===== config.mk =====
export PLATFORM = sky130hd
export DESIGN_NAME = wb_burst_sram
export DESIGN_NICKNAME = d
export VERILOG_FILES = /design/src/rtl/wb_burst_sram.sv
export SDC_FILE = /design/constraint.sdc
export NUM_CORES = 2
export LEC_CHECK = 0
export CORE_ASPECT_RATIO = 2
export CORE_MARGIN = 2
export CORE_UTILIZATION = 45
export DETAILED_ROUTE_END_ITERATION = 10
export HOLD_SLACK_MARGIN = 0.03
export MAX_ROUTING_LAYER = met4
export PLACE_DENSITY = 0.72
export SYNTH_ARGS = -nofsm -noshare
export SYNTH_HDL_FRONTEND = slang
export SYNTH_SLANG_ARGS = --single-unit

===== constraint.sdc =====
create_clock -name clk -period 3 [get_ports clk]
set_input_delay 0.3 -clock clk [delete_from_list [all_inputs] [get_ports clk]]
set_output_delay 0.3 -clock clk [all_outputs]
set_load 0.01 [all_outputs]

===== src/rtl/wb_burst_sram.sv =====
// wb_burst_sram: Wishbone slave in front of a word-addressed SRAM. It accepts
// single and incrementing bursts (linear or wrap-4/8/16), registers ack/err
// and read data, and has an independent side port with 1-cycle read latency.
//
// Bus handshake: a beat completes on a rising edge where cyc, stb and ack (or
// err) are all high. ack/err are registered and then gated by cyc & stb, so a
// master wait state (stb low) or an abort (cyc low) shows no response in the
// same cycle. A new request is only taken in IDLE, where ack and err are low.
// Within a burst the next beat's data is fetched when the current beat
// completes, which keeps ack high on every cycle the master holds stb.
module wb_burst_sram #(
    parameter int DATA_WIDTH = 32,
    parameter int ADDR_WIDTH = 30,
    parameter int DEPTH      = 64
) (
    input  logic                       clk,
    input  logic                       reset,
    input  logic [ADDR_WIDTH-1:0]      wishbone_adr,
    input  logic [DATA_WIDTH-1:0]      wishbone_dat_w,
    output logic [DATA_WIDTH-1:0]      wishbone_dat_r,
    input  logic [DATA_WIDTH/8-1:0]    wishbone_sel,
    input  logic                       wishbone_cyc,
    input  logic                       wishbone_stb,
    input  logic                       wishbone_we,
    input  logic [2:0]                 wishbone_cti,
    input  logic [1:0]                 wishbone_bte,
    output logic                       wishbone_ack,
    output logic                       wishbone_err,
    input  logic [$clog2(DEPTH)-1:0]   sram_adr,
    input  logic [DATA_WIDTH-1:0]      sram_dat_w,
    input  logic                       sram_we,
    output logic [DATA_WIDTH-1:0]      sram_dat_r
);
    localparam int SEL_WIDTH = DATA_WIDTH / 8;
    localparam int MEM_AW    = $clog2(DEPTH);

    typedef enum logic [1:0] {ST_IDLE, ST_SINGLE, ST_BURST} state_t;

    logic [DATA_WIDTH-1:0] mem [DEPTH];

    state_t                state_q, state_d;
    logic                  ack_q, ack_d;
    logic                  err_q, err_d;
    logic [DATA_WIDTH-1:0] dat_r_q, dat_r_d;
    logic [MEM_AW-1:0]     badr_q, badr_d;   // address of the beat being acked
    logic [1:0]            bte_q, bte_d;
    logic [DATA_WIDTH-1:0] sram_dat_r_q;
    logic                  wr_en;

    logic                  cyc_stb;
    logic [MEM_AW-1:0]     adr_lo;
    logic                  in_range;
    logic                  cti_burst;
    logic                  cti_last;
    logic [MEM_AW-1:0]     badr_nxt;
    logic                  at_linear_end;

    // Next burst address: only the low bits selected by bte roll over.
    function automatic logic [MEM_AW-1:0] wrap_inc(input logic [MEM_AW-1:0] a,
                                                   input logic [1:0] mode);
        logic [MEM_AW-1:0] inc;
        logic [MEM_AW-1:0] m;
        inc = a + MEM_AW'(1);
        case (mode)
            2'b01:   m = MEM_AW'(4'h3);
            2'b10:   m = MEM_AW'(4'h7);
            2'b11:   m = MEM_AW'(4'hF);
            default: m = '1;
        endcase
        return (a & ~m) | (inc & m);
    endfunction

    assign cyc_stb       = wishbone_cyc & wishbone_stb;
    assign adr_lo        = wishbone_adr[MEM_AW-1:0];
    assign in_range      = (wishbone_adr >> MEM_AW) == '0;
    assign cti_burst     = (wishbone_cti == 3'b010);
    assign cti_last      = (wishbone_cti == 3'b111);
    assign badr_nxt      = wrap_inc(badr_q, bte_q);
    assign at_linear_end = (bte_q == 2'b00) && (badr_q == MEM_AW'(DEPTH - 1));

    // State register.
    always_ff @(posedge clk) begin
        if (reset) state_q <= ST_IDLE;
        else       state_q <= state_d;
    end

    // Next-state logic: bursts only for cti=010 starting in range; cyc low aborts.
    always_comb begin
        state_d = state_q;
        case (state_q)
            ST_IDLE: begin
                if (cyc_stb) state_d = (cti_burst && in_range) ? ST_BURST : ST_SINGLE;
            end
            ST_SINGLE: state_d = ST_IDLE;
            ST_BURST: begin
                if (!wishbone_cyc)
                    state_d = ST_IDLE;
                else if (wishbone_stb && (err_q || (ack_q && cti_last)))
                    state_d = ST_IDLE;
            end
            default: state_d = ST_IDLE;
        endcase
    end

    // Output/datapath logic: response flags, read data, burst address, write strobe.
    always_comb begin
        ack_d   = 1'b0;
        err_d   = 1'b0;
        dat_r_d = dat_r_q;
        badr_d  = badr_q;
        bte_d   = bte_q;
        wr_en   = 1'b0;
        case (state_q)
            ST_IDLE: begin
                if (cyc_stb) begin
                    badr_d = adr_lo;
                    bte_d  = wishbone_bte;
                    if (in_range) begin
                        ack_d   = 1'b1;
                        dat_r_d = mem[adr_lo];
                    end else begin
                        err_d   = 1'b1;
                        dat_r_d = '0;
                    end
                end
            end
            ST_SINGLE: wr_en = cyc_stb & ack_q & wishbone_we;
            ST_BURST: begin
                if (wishbone_cyc) begin
                    if (!wishbone_stb) begin
                        // Master wait state: keep the pending response armed.
                        ack_d = ack_q;
                        err_d = err_q;
                    end else if (ack_q) begin
                        wr_en = wishbone_we;
                        if (!cti_last) begin
                            if (at_linear_end) begin
                                err_d   = 1'b1;
                                dat_r_d = '0;
                            end else begin
                                ack_d   = 1'b1;
                                badr_d  = badr_nxt;
                                dat_r_d = mem[badr_nxt];
                            end
                        end
                    end
                end
            end
            default: ;
        endcase
    end

    // Response and burst registers; reset clears them (memory is left alone).
    always_ff @(posedge clk) begin
        if (reset) begin
            ack_q   <= 1'b0;
            err_q   <= 1'b0;
            dat_r_q <= '0;
            badr_q  <= '0;
            bte_q   <= 2'b00;
        end else begin
            ack_q   <= ack_d;
            err_q   <= err_d;
            dat_r_q <= dat_r_d;
            badr_q  <= badr_d;
            bte_q   <= bte_d;
        end
    end

    // Memory writes: side port first, then Wishbone lanes override on a collision.
    always_ff @(posedge clk) begin
        if (sram_we) mem[sram_adr] <= sram_dat_w;
        if (wr_en && !reset) begin
            for (int b = 0; b < SEL_WIDTH; b++) begin
                if (wishbone_sel[b]) mem[badr_q][b*8 +: 8] <= wishbone_dat_w[b*8 +: 8];
            end
        end
    end

    // Side-port read, registered, returns pre-write contents.
    always_ff @(posedge clk) begin
        if (reset) sram_dat_r_q <= '0;
        else       sram_dat_r_q <= mem[sram_adr];
    end

    assign wishbone_ack   = ack_q & cyc_stb;
    assign wishbone_err   = err_q & cyc_stb;
    assign wishbone_dat_r = dat_r_q;
    assign sram_dat_r     = sram_dat_r_q;

endmodule

==> impl_metrics.env <==
export IMPL_outcome="finished with violations"
export IMPL_violations="setup timing"
export IMPL_drt_pass1_iter_count=9
export IMPL_path_cells="ha_4 -> buf_12 -> buf_12 -> buf_12 -> buf_8 -> mux4_2 -> mux2i_4 -> mux2i_1 -> mux2_4 -> a31oi_4 -> nand2_1"
export IMPL_die_w_um=394
export IMPL_syn_area_mm2=0.137
export IMPL_worstSkewPairLatency_ns=0.98
export IMPL_rows=286
export IMPL_cts_tree="built"
export IMPL_min_from="wishbone_dat_w[28]"
export IMPL_async_flop_share_pct=0
export IMPL_syn_nets=9827
export IMPL_antenna_found_initial=58
export IMPL_synth_top_flop_cell="edfxtp_1"
export IMPL_clk_pin_slew_worst_paths_ns=0.08
export IMPL_yosys_warnings=0
export IMPL_synth_area_top_cells="edfxtp_1 (45%), mux4_2 (17%), mux2_2 (17%), a22oi_1 (3.8%), nand2_1 (2.0%)"
export IMPL_skew_ns=0.0426
export IMPL_syn_avg_cell_area_um2=14.1
export IMPL_utilization_pct=56.7
export IMPL_slowest_delay_ns=0.52
export IMPL_hold_worst_slack_ns=0.0484
export IMPL_synthCells=9706
export IMPL_yosysSeqAreaShare_pct=46.1
export IMPL_cp_common_cell="buf_12"
export IMPL_num_vias=117000
export IMPL_area_delta_synth_final_pct=25.7
export IMPL_max_freq_ghz=0.309
export IMPL_drt_wl_total_um=753000
export IMPL_r2r_start="badr_q[0]"
export IMPL_critPathRequiredTime_ns=3.84
export IMPL_antenna_left=0
export IMPL_grt_max_degree=90
export IMPL_placed_cell_area_mm2=0.161
export IMPL_viasPerCell=7.58
export IMPL_leakage_uw=0.0586
export IMPL_worstHoldPathType="in -> reg"
export IMPL_die_area_mm2=0.308
export IMPL_place_hpwl_um=549000
export IMPL_drive_gt1_share_pct=53.1
export IMPL_synth_top_cells_by_count="mux2_2 (2062), edfxtp_1 (2048), mux4_2 (1058)"
export IMPL_cts_path_max_buffers=4
export IMPL_min_path_cells=3
export IMPL_ys_types=71
export IMPL_htreeDepth=4
export IMPL_critPathKind="reg -> reg"
export IMPL_final_area_mm2=0.172
export IMPL_drt_iter0_markers=17400
export IMPL_relSlewSlack_pct=16.3
export IMPL_worst_setup_path_end_kind="flop"
export IMPL_hold_violations=0
export IMPL_die_h_um=783
export IMPL_rr_endpoint="wishbone_dat_r[12]"
export IMPL_cts_sinks=2124
export IMPL_first_global_vias=115000
export IMPL_tightest_slew_ns=1.26
export IMPL_wl_per_cell_um=48.9
export IMPL_route_detailed_drc=0
export IMPL_pin_count=181
export IMPL_ff2ff_setup_slack_ns=-0.24
export IMPL_r2r_cells=11
export IMPL_fin_ws_ns=-0.235
export IMPL_maxCapViolCount=0
export IMPL_nNetsFinal=11300
export IMPL_initial_core_util_pct=45.1
export IMPL_grt_overflow_total=0
export IMPL_arrival_ns=4.08
export IMPL_fin_crit_sh_pct=108
export IMPL_rsz0062_at_grt="true"
export IMPL_setup_viol=29
export IMPL_synth_most_common_cell="mux2_2"
export IMPL_ys_ff_latch=2124
export IMPL_grt_util_all_layers_pct=49.8
export IMPL_cp_slowest_cell="mux4_2"
export IMPL_ir_drop_mv=0.503
export IMPL_gp_congestion=1.12
export IMPL_yosys_area_top_type="edfxtp_1"
export IMPL_grt_pass1_wl_um=1020000
export IMPL_cts_made_buffers=207
export IMPL_power_density_mw_per_mm2=442
export IMPL_synth_edf_count=2048
export IMPL_maxSlewViolCount=0
export IMPL_critPathLaunchType="flop"
export IMPL_root_buffer="clkbuf_16"
export IMPL_io_buffers=180
export IMPL_cp_max_fo=8
export IMPL_final_min_clock_period_ns=3.24
export IMPL_core_area_mm2=0.303
export IMPL_synth_top_area_share_pct=45.0
export IMPL_hold_end="mem[57][28]"
[critical path: cells and delay by family, from the launching register on]
family,cells,cell delay (ns)
DFF,1,0.36
adders and majority gates,1,0.29
and+or+nand+nor,1,0.06
buffers and inverters,4,0.60
muxes,4,1.58
AOI/OAI and AO/OA,1,0.19
[routing by layer]
| metal | track usage (%) | part of all wire, % | vias up |
|---|---|---|---|
| li1 | - | - | 43200 |
| met1 | 48.8 | 28 | 58600 |
| met2 | 76.0 | 45 | 10800 |
| met3 | 14.1 | 11 | 4141 |
| met4 | 54.2 | 15 | 0 |
| met5 | - | 0 | - |
[cells by family (layout without fill, tap and decap cells)]
logic type,count (synthesis),in the layout,synth area share (%)
DFF,2124,2124,46.1
muxes,3374,3374,36.3
AOI/OAI and AO/OA,1767,1767,9.65
and+or+nand+nor,1272,1272,4.18
buffers and inverters,1157,2766,3.61
other,0,58,0
adders and majority gates,6,6,0.0550
xor gates and xnor gates,6,6,0.0687
[layout by cell type (no fill, tap or decap), types with 91 or more instances in the layout]
cell type        count
a22oi_1            688
clkdlybuf4s50_1    108
clkbuf_16          210
a221oi_1           216
edfxtp_1          2048
nor2_1             125
mux2i_1            197
mux2_2            2050
nand3_1            136
a21oi_1             91
nand2_1            717
buf_4             1560
a31oi_1            231
buf_12             555
mux4_2            1058
a22o_1             218
[state kept, by name, indices dropped and copies added (netlist names)]
name / flops
sram_dat_r: 32
wishbone_dat_r: 32
mem: 2048
state_q: 2
err_q: 1
badr_q: 6
bte_q: 2
ack_q: 1
[area by class of cell]
type                    count  area (um2)
well taps                4032        5040
repair buffers           2383       26000
fillers                 24400      131000
diodes                     58         145
multi-input cells        6425       70600
inverters                   9        33.8
flip-flops and latches   2124       63000
clock inverters           122        1420
clock buffers             252        5420
[per-stage QoR]
step                      std cells  setup WS (ns)  power (uW)  TNS, ns
after global placement        14800          -1.54       46300  -415.18
after detailed placement      14800          -1.37       46400  -428.03
after CTS                     15300         -0.128       74700   -0.500
final                         15400         -0.235       75800    -2.37
after global routing          15400         -0.176       76700    -2.15
after floorplan                9706          0.310       40200        0
[worst max-delay path by stage]
stage	startpoint	end	slack [ns]	depth (start not counted)
floorplan	badr_q[0]	wishbone_dat_r[23]	0.31	9
global placement	sram_adr[1]	sram_dat_r[15]	-1.54	10
detailed placement	sram_adr[1]	sram_dat_r[29]	-1.37	10
CTS	badr_q[0]	wishbone_dat_r[24]	-0.13	11
global route	badr_q[0]	wishbone_dat_r[12]	-0.18	11
finish	badr_q[0]	wishbone_dat_r[12]	-0.24	11
[report_power, final]
part	total [uW]	internal [uW]	switching (uW)
logic	14700	6320	8340
clock network	28100	15300	12800
registers	33000	32700	299
[timing repair]
action	CTS	global route
cloned	18	2
hold endpoints to repair	113	0
pin swaps	36	54
setup buffers	72	55
gates resized for setup	288	200
setup endpoints to repair	109	146
hold buffers	8	0
(Power assumes the default switching activity.)
